==> src/rtl/fulladd_r_pkg.sv <==
// Bit-level full-adder equations shared by the ripple-carry adder slice.
// Only pure functions live here; the adder width stays local to each instance.
package fulladd_r_pkg;

    function automatic logic fa_sum(input logic a, input logic b, input logic ci);
        return a ^ b ^ ci;
    endfunction

    // Generate when both bits are set, propagate the incoming carry when exactly one is.
    function automatic logic fa_carry(input logic a, input logic b, input logic ci);
        return (a & b) | (ci & (a ^ b));
    endfunction

endpackage

==> src/rtl/full_adder.sv <==
// One-bit purely combinational full adder; one stage of the ripple chain.
module full_adder
    import fulladd_r_pkg::*;
(
    input  logic a,
    input  logic b,
    input  logic ci,
    output logic s,
    output logic co
);

    always_comb begin
        s  = fa_sum(a, b, ci);
        co = fa_carry(a, b, ci);
    end

endmodule

==> src/rtl/fulladd_r.sv <==
// WIDTH-bit ripple-carry adder with registered sum and carry-out (latency 1).
// The carry chain is built from full_adder stages, LSB to MSB.
module fulladd_r #(
    parameter int unsigned WIDTH = 4
) (
    input  logic             clk,
    input  logic             reset,
    input  logic [WIDTH-1:0] i0,
    input  logic [WIDTH-1:0] i1,
    input  logic             cin,
    output logic [WIDTH-1:0] o,
    output logic             cout
);

    logic [WIDTH:0]   carry;
    logic [WIDTH-1:0] sum_d;
    logic [WIDTH-1:0] sum_q;
    logic             cout_d;
    logic             cout_q;

    assign carry[0] = cin;

    for (genvar k = 0; k < WIDTH; k++) begin : g_stage
        full_adder u_fa (
            .a  (i0[k]),
            .b  (i1[k]),
            .ci (carry[k]),
            .s  (sum_d[k]),
            .co (carry[k+1])
        );
    end

    assign cout_d = carry[WIDTH];

    always_ff @(posedge clk or negedge reset) begin
        if (!reset) begin
            sum_q  <= '0;
            cout_q <= 1'b0;
        end else begin
            sum_q  <= sum_d;
            cout_q <= cout_d;
        end
    end

    assign o    = sum_q;
    assign cout = cout_q;

endmodule

==> config.mk <==
export PLATFORM = sky130hd
export DESIGN_NAME = fulladd_r
export DESIGN_NICKNAME = d
export VERILOG_FILES = /design/src/rtl/fulladd_r_pkg.sv /design/src/rtl/full_adder.sv /design/src/rtl/fulladd_r.sv
export SDC_FILE = /design/constraint.sdc
export NUM_CORES = 1
export LEC_CHECK = 0
export CAP_MARGIN = 5
export CORE_AREA = 5 5 42 44
export CTS_BUF_LIST = sky130_fd_sc_hd__clkbuf_4
export CTS_CLUSTER_DIAMETER = 200
export DETAILED_ROUTE_END_ITERATION = 10
export DIE_AREA = 0 0 47 49
export HOLD_SLACK_MARGIN = 0.15
export PLACE_DENSITY = 0.54
export RECOVER_POWER = 25
export SYNTH_ARGS = -nofsm -noshare
export SYNTH_HDL_FRONTEND = slang
export SYNTH_HIERARCHICAL = 1
export SYNTH_SLANG_ARGS = --single-unit
==> constraint.sdc <==
create_clock -name clk -period 0.9 [get_ports clk]
set_input_delay 0.225 -clock clk [delete_from_list [all_inputs] [get_ports clk]]
set_output_delay 0.225 -clock clk [all_outputs]
set_load 0.005 [all_outputs]
Yosys cells after proc, flatten, opt, wreduce, memory -nomap -nowiden. Index checks and enable logic that the tools add are counted.

Register bits after elaboration: 5. Output and inout port bits: 5. Logic and storage cells: 22.

Bitwise gates (word level): 20.

Operator list (count): 1-bit AND (8); 1-bit bitwise XOR (8); 1-bit bitwise OR (4).

Longest topological paths before layout.
Depth in word-level cells: 9. Depth in mapped cells: 4. Depth with buffers taken out: 4.

Hierarchy. The synthesis kept the hierarchy.

By module, submodules not included: fulladd_r (times used 1, cells an instance 5, area each 125.1 um2); full_adder (times used 4, cells an instance 1, area each 20.0 um2).

Worst setup path before layout. No wires, ideal clock.

Path type: input-to-reg. Start: input port i0[0]. End: register sum_q[3] (netlist: o[3]). Library setup time: 0.136 ns. Data arrival time: 1.821 ns. Path slack: -1.056 ns. Stages: 4. Path buffers: 0. Path through: fa_1 > fa_1 > fa_1 > fa_1.

Cells in the longest elaborated chain, start to end: 8. Elaborated cells on any way between the ends: 9. Those cells by class: bitwise: 9.

Ends and longest elaborated chain: start, declared (line fulladd_r.sv:8) `input logic [WIDTH-1:0] i0,`; 1-bit bitwise XOR (line fulladd_r_pkg.sv:11) `return (a & b) | (ci & (a ^ b));`; 1-bit AND (line fulladd_r_pkg.sv:11); 1-bit bitwise OR (*) (line fulladd_r_pkg.sv:11); 1-bit AND (*) (line fulladd_r_pkg.sv:11); 1-bit bitwise OR (*) (line fulladd_r_pkg.sv:11); named net carry[2] (line fulladd_r.sv:15) `logic [WIDTH:0] carry;`; 1-bit AND (*) (line fulladd_r_pkg.sv:11); 1-bit bitwise OR (*) (line fulladd_r_pkg.sv:11); named net carry[3] (line fulladd_r.sv:15); 1-bit bitwise XOR (*) (line fulladd_r_pkg.sv:6) `return a ^ b ^ ci;`; named net sum_d[3] (line fulladd_r.sv:16) `logic [WIDTH-1:0] sum_d;`; end signal, assigned (line fulladd_r.sv:40) `sum_q <= sum_d;`; end, declared (line fulladd_r.sv:17) `logic [WIDTH-1:0] sum_q;`.

Mark *: on every way through the listed nets, which the timed path passes. The rest lies on a longest branch.

Worst setup path in the final report.
Start: input port cin. End: register sum_q[3] (netlist: o[3]).

Cells in the longest elaborated chain, start to end: 7.

Ends and longest elaborated chain: start, declared (line fulladd_r.sv:10) `input logic cin,`; 1-bit AND (line fulladd_r_pkg.sv:11); 1-bit bitwise OR (line fulladd_r_pkg.sv:11); named net carry[1] (line fulladd_r.sv:15); 1-bit AND (line fulladd_r_pkg.sv:11); 1-bit bitwise OR (line fulladd_r_pkg.sv:11); named net carry[2] (line fulladd_r.sv:15); 1-bit AND (line fulladd_r_pkg.sv:11); 1-bit bitwise OR (line fulladd_r_pkg.sv:11); named net carry[3] (line fulladd_r.sv:15); 1-bit bitwise XOR (line fulladd_r_pkg.sv:6); named net sum_d[3] (line fulladd_r.sv:16).

The timed path passes the listed nets, and every way through them passes these cells.

==> metrics.log <==
[metrics] status: finished, violations left
[metrics] failing checks: setup timing
[metrics] DRC violation total after the first TritonRoute iteration: 0
[metrics] final worst setup slack: -0.8495 ns
[metrics] clock-pin transition on the worst setup and hold timing paths: roughly 0.040 ns
[metrics] final setup vio count: 9
[metrics] initial cell density of the core: 0.1464
[metrics] via count of the first global-routing pass: 180
[metrics] Min Hold Slack: between 0.2 and 0.3 ns
[metrics] antenna cell count: 0
[metrics] library cells used by synthesis: 2
[metrics] critical path's most frequent cell: sky130_fd_sc_hd__fa_2
[metrics] peak fanout along the critical path: 1
[metrics] critical-path cell list: buf_6 > fa_2 > fa_2 > fa_2 > fa_1
[metrics] path class of the lowest-slack min-delay path: in -> async
[metrics] utilization after layout: 0.2696
[metrics] Final GP Congestion: a little under 0.7
[metrics] CTS Buffer Depth: 2
[metrics] share of post-route cells with drive strength above 1: 0.5357
[metrics] commonest cells in the synthesized netlist: sky130_fd_sc_hd__dfrtp_1 (5), sky130_fd_sc_hd__fa_1 (4)
[metrics] count of final hold-check violations: 0
[metrics] RSZ-0062 raised after global routing: true
[metrics] TritonCTS buffer count: 3
[metrics] Die ar.: roughly 2300 um2
[metrics] count of clock tree sinks: 5
[metrics] synthesized cell area: just over 200 um2
[metrics] library cell with the largest summed area after synthesis: sky130_fd_sc_hd__dfrtp_1
[metrics] number of antenna violations at the first check in global routing: 0
[metrics] post-detailed-routing wire length: 453 um
[metrics] share of the clock period used by the worst path after layout: 1.944
[metrics] DRC: 0
[metrics] slew of the pin with the lowest slew margin: 0.2179 ns
[metrics] drt pass-1 iters: 1
[metrics] Hold-fix buffers, CTS: 0
[metrics] total number of H-tree levels: 1
[metrics] post-layout minimum cycle time: roughly 1.7 ns
[metrics] top-count cell post-synth: sky130_fd_sc_hd__dfrtp_1
[metrics] WP data arrival: between 1.5 and 2 ns
[metrics] required time of the critical path: 1.00 ns
[metrics] Die Width: 47 um
[metrics] critical path's slowest cell: sky130_fd_sc_hd__fa_1
[metrics] most area-consuming cells after synthesis: sky130_fd_sc_hd__dfrtp_1 (61%), sky130_fd_sc_hd__fa_1 (39%)
[metrics] overall power of the completed layout: between 600 and 700 uW
[metrics] number of top-level pins: 16
[metrics] commonest register cell after synthesis: sky130_fd_sc_hd__dfrtp_1
[metrics] count of nets left with antenna violations after detail routing: 0
[metrics] final net count: 44
[metrics] I/O Buffers: 15
[metrics] delay of the slowest critical-path stage: 0.43 ns
[metrics] Yosys warnings: 6
[metrics] leakage dissipation: between 0.00015 and 0.0002 uW
[metrics] count of pins over their slew limit: 0
[metrics] startpoint kind of the worst setup timing path: input port
[metrics] maximum clock frequency: approximately 570 MHz
[metrics] top cell type's share of synthesized area: 0.6098
[metrics] Crit Path Class: in -> reg
[metrics] share of synthesized registers carrying an async set or reset: 1.000
[metrics] Worst setup EP type: flop
[metrics] Post-CTS Setup Bufs: 0
[metrics] Synth Net Count: 24
[metrics] all-layer global routing usage: 0.05421
[metrics] number of vias per cell: roughly 3.3
[metrics] share of the yosys chip area belonging to registers: 0.6098
[metrics] layout-stage area growth over the synthesis result: 84.15%
[metrics] number of cells produced by synthesis: 9
[metrics] Std-Cell Rows: 14
[metrics] global-route wire length before repair: around 710 um
[metrics] setup_tns: -2.457 ns
[metrics] total number of vias: ~150
[metrics] synthesized flop and latch total: 5
[metrics] maximum ir drop on the vdd rail: around 390 uV
[metrics] worst slew margin relative to its limit: 0.8543
[metrics] die height: just under 50 um
[metrics] core area: ~1400 um2
[metrics] worst setup slack after placement: -1.472 ns
[metrics] CTS root buf: sky130_fd_sc_hd__clkbuf_4
[metrics] layout filler cell count: around 160
[metrics] Post-synth EDFFs: 0
[metrics] CTS tree: built
[metrics] power density over the cells: between 1500 and 2000 nW/um2
[metrics] GR Overflow Total: 0
[metrics] max-cap check violation count: 0
[metrics] Routed wire per std cell: slightly above 10 um
[metrics] pin count of the biggest net entering global routing: 6
[metrics] mean area per synthesized cell: 22.80 um2
-- cell type report --
type / count / area [um2] / share of cell area
repair buffers: 15 / 115.1 / 0.3046
flip-flops and latches: 5 / 125.1 / 0.3311
well taps: 16 / 20.02 / 0.05298
clock buffers: 4 / 30.03 / 0.07947
multi-input cells: 4 / 87.58 / 0.2318
-- state kept, by name (all words and copies together), names as in the netlist --
name and flops:
o 4, cout 1
-- report_power, final --
group          switching (uW)  internal (uW)
combinational            50.8           75.5
sequential               7.22            262
clock                    82.8            197
-- timing repair --
item / in CTS / in global routing
resized for setup: 34 / 0
pin swaps: 4 / 3
endpoints found under the setup margin: 10 / 9
-- cells by family (layout without fill, tap and decap cells) --
logic type / Yosys count / in the layout / synth area share
flops: 5 / 5 / 0.6098
buf+inv: 0 / 19 / 0
fa+ha+maj: 4 / 4 / 0.3903
-- cell usage in the layout (no fill, tap or decap), drive strengths merged --
cell type,instances
dlygate4sd3,1
clkbuf,4
dlygate4sd2,1
buf,8
fa,4
dfrtp,5
clkdlybuf4s50,5
-- worst paths after layout --
| check | from | end | slack [ns] |
|---|---|---|---|
| worst max-delay path | cin | o[3] | -0.85 |
| worst min-delay path | reset | o[0] | 0.27 |
| max in group asynchronous | reset | cout | 0.44 |
| min in group clk | cin | o[0] | 0.29 |
-- critical path, delay by kind of cell --
kind	cells	cell delay, ns
adder cells (fa/ha/maj)	4	1.54
buffers and inverters	1	0.09
-- layer usage --
layer / GRT usage / up-vias / wire length, um
li1: - / 64 / -
met1: 0.04119 / 59 / 141
met2: 0.06109 / 18 / 158
met3: 0.04797 / 4 / 128
met4: 0.08295 / 0 / 25
met5: 0 / - / 0
-- stage by stage --
stage,area (um2),std cells
2_1_floorplan,212.7,9
6_report,377.9,44
4_1_cts,377.9,44
3_5_place_dp,382.9,40
3_3_place_gp,382.9,40
5_1_grt,377.9,44
No activity file was read; power rests on OpenSTA's default activity.
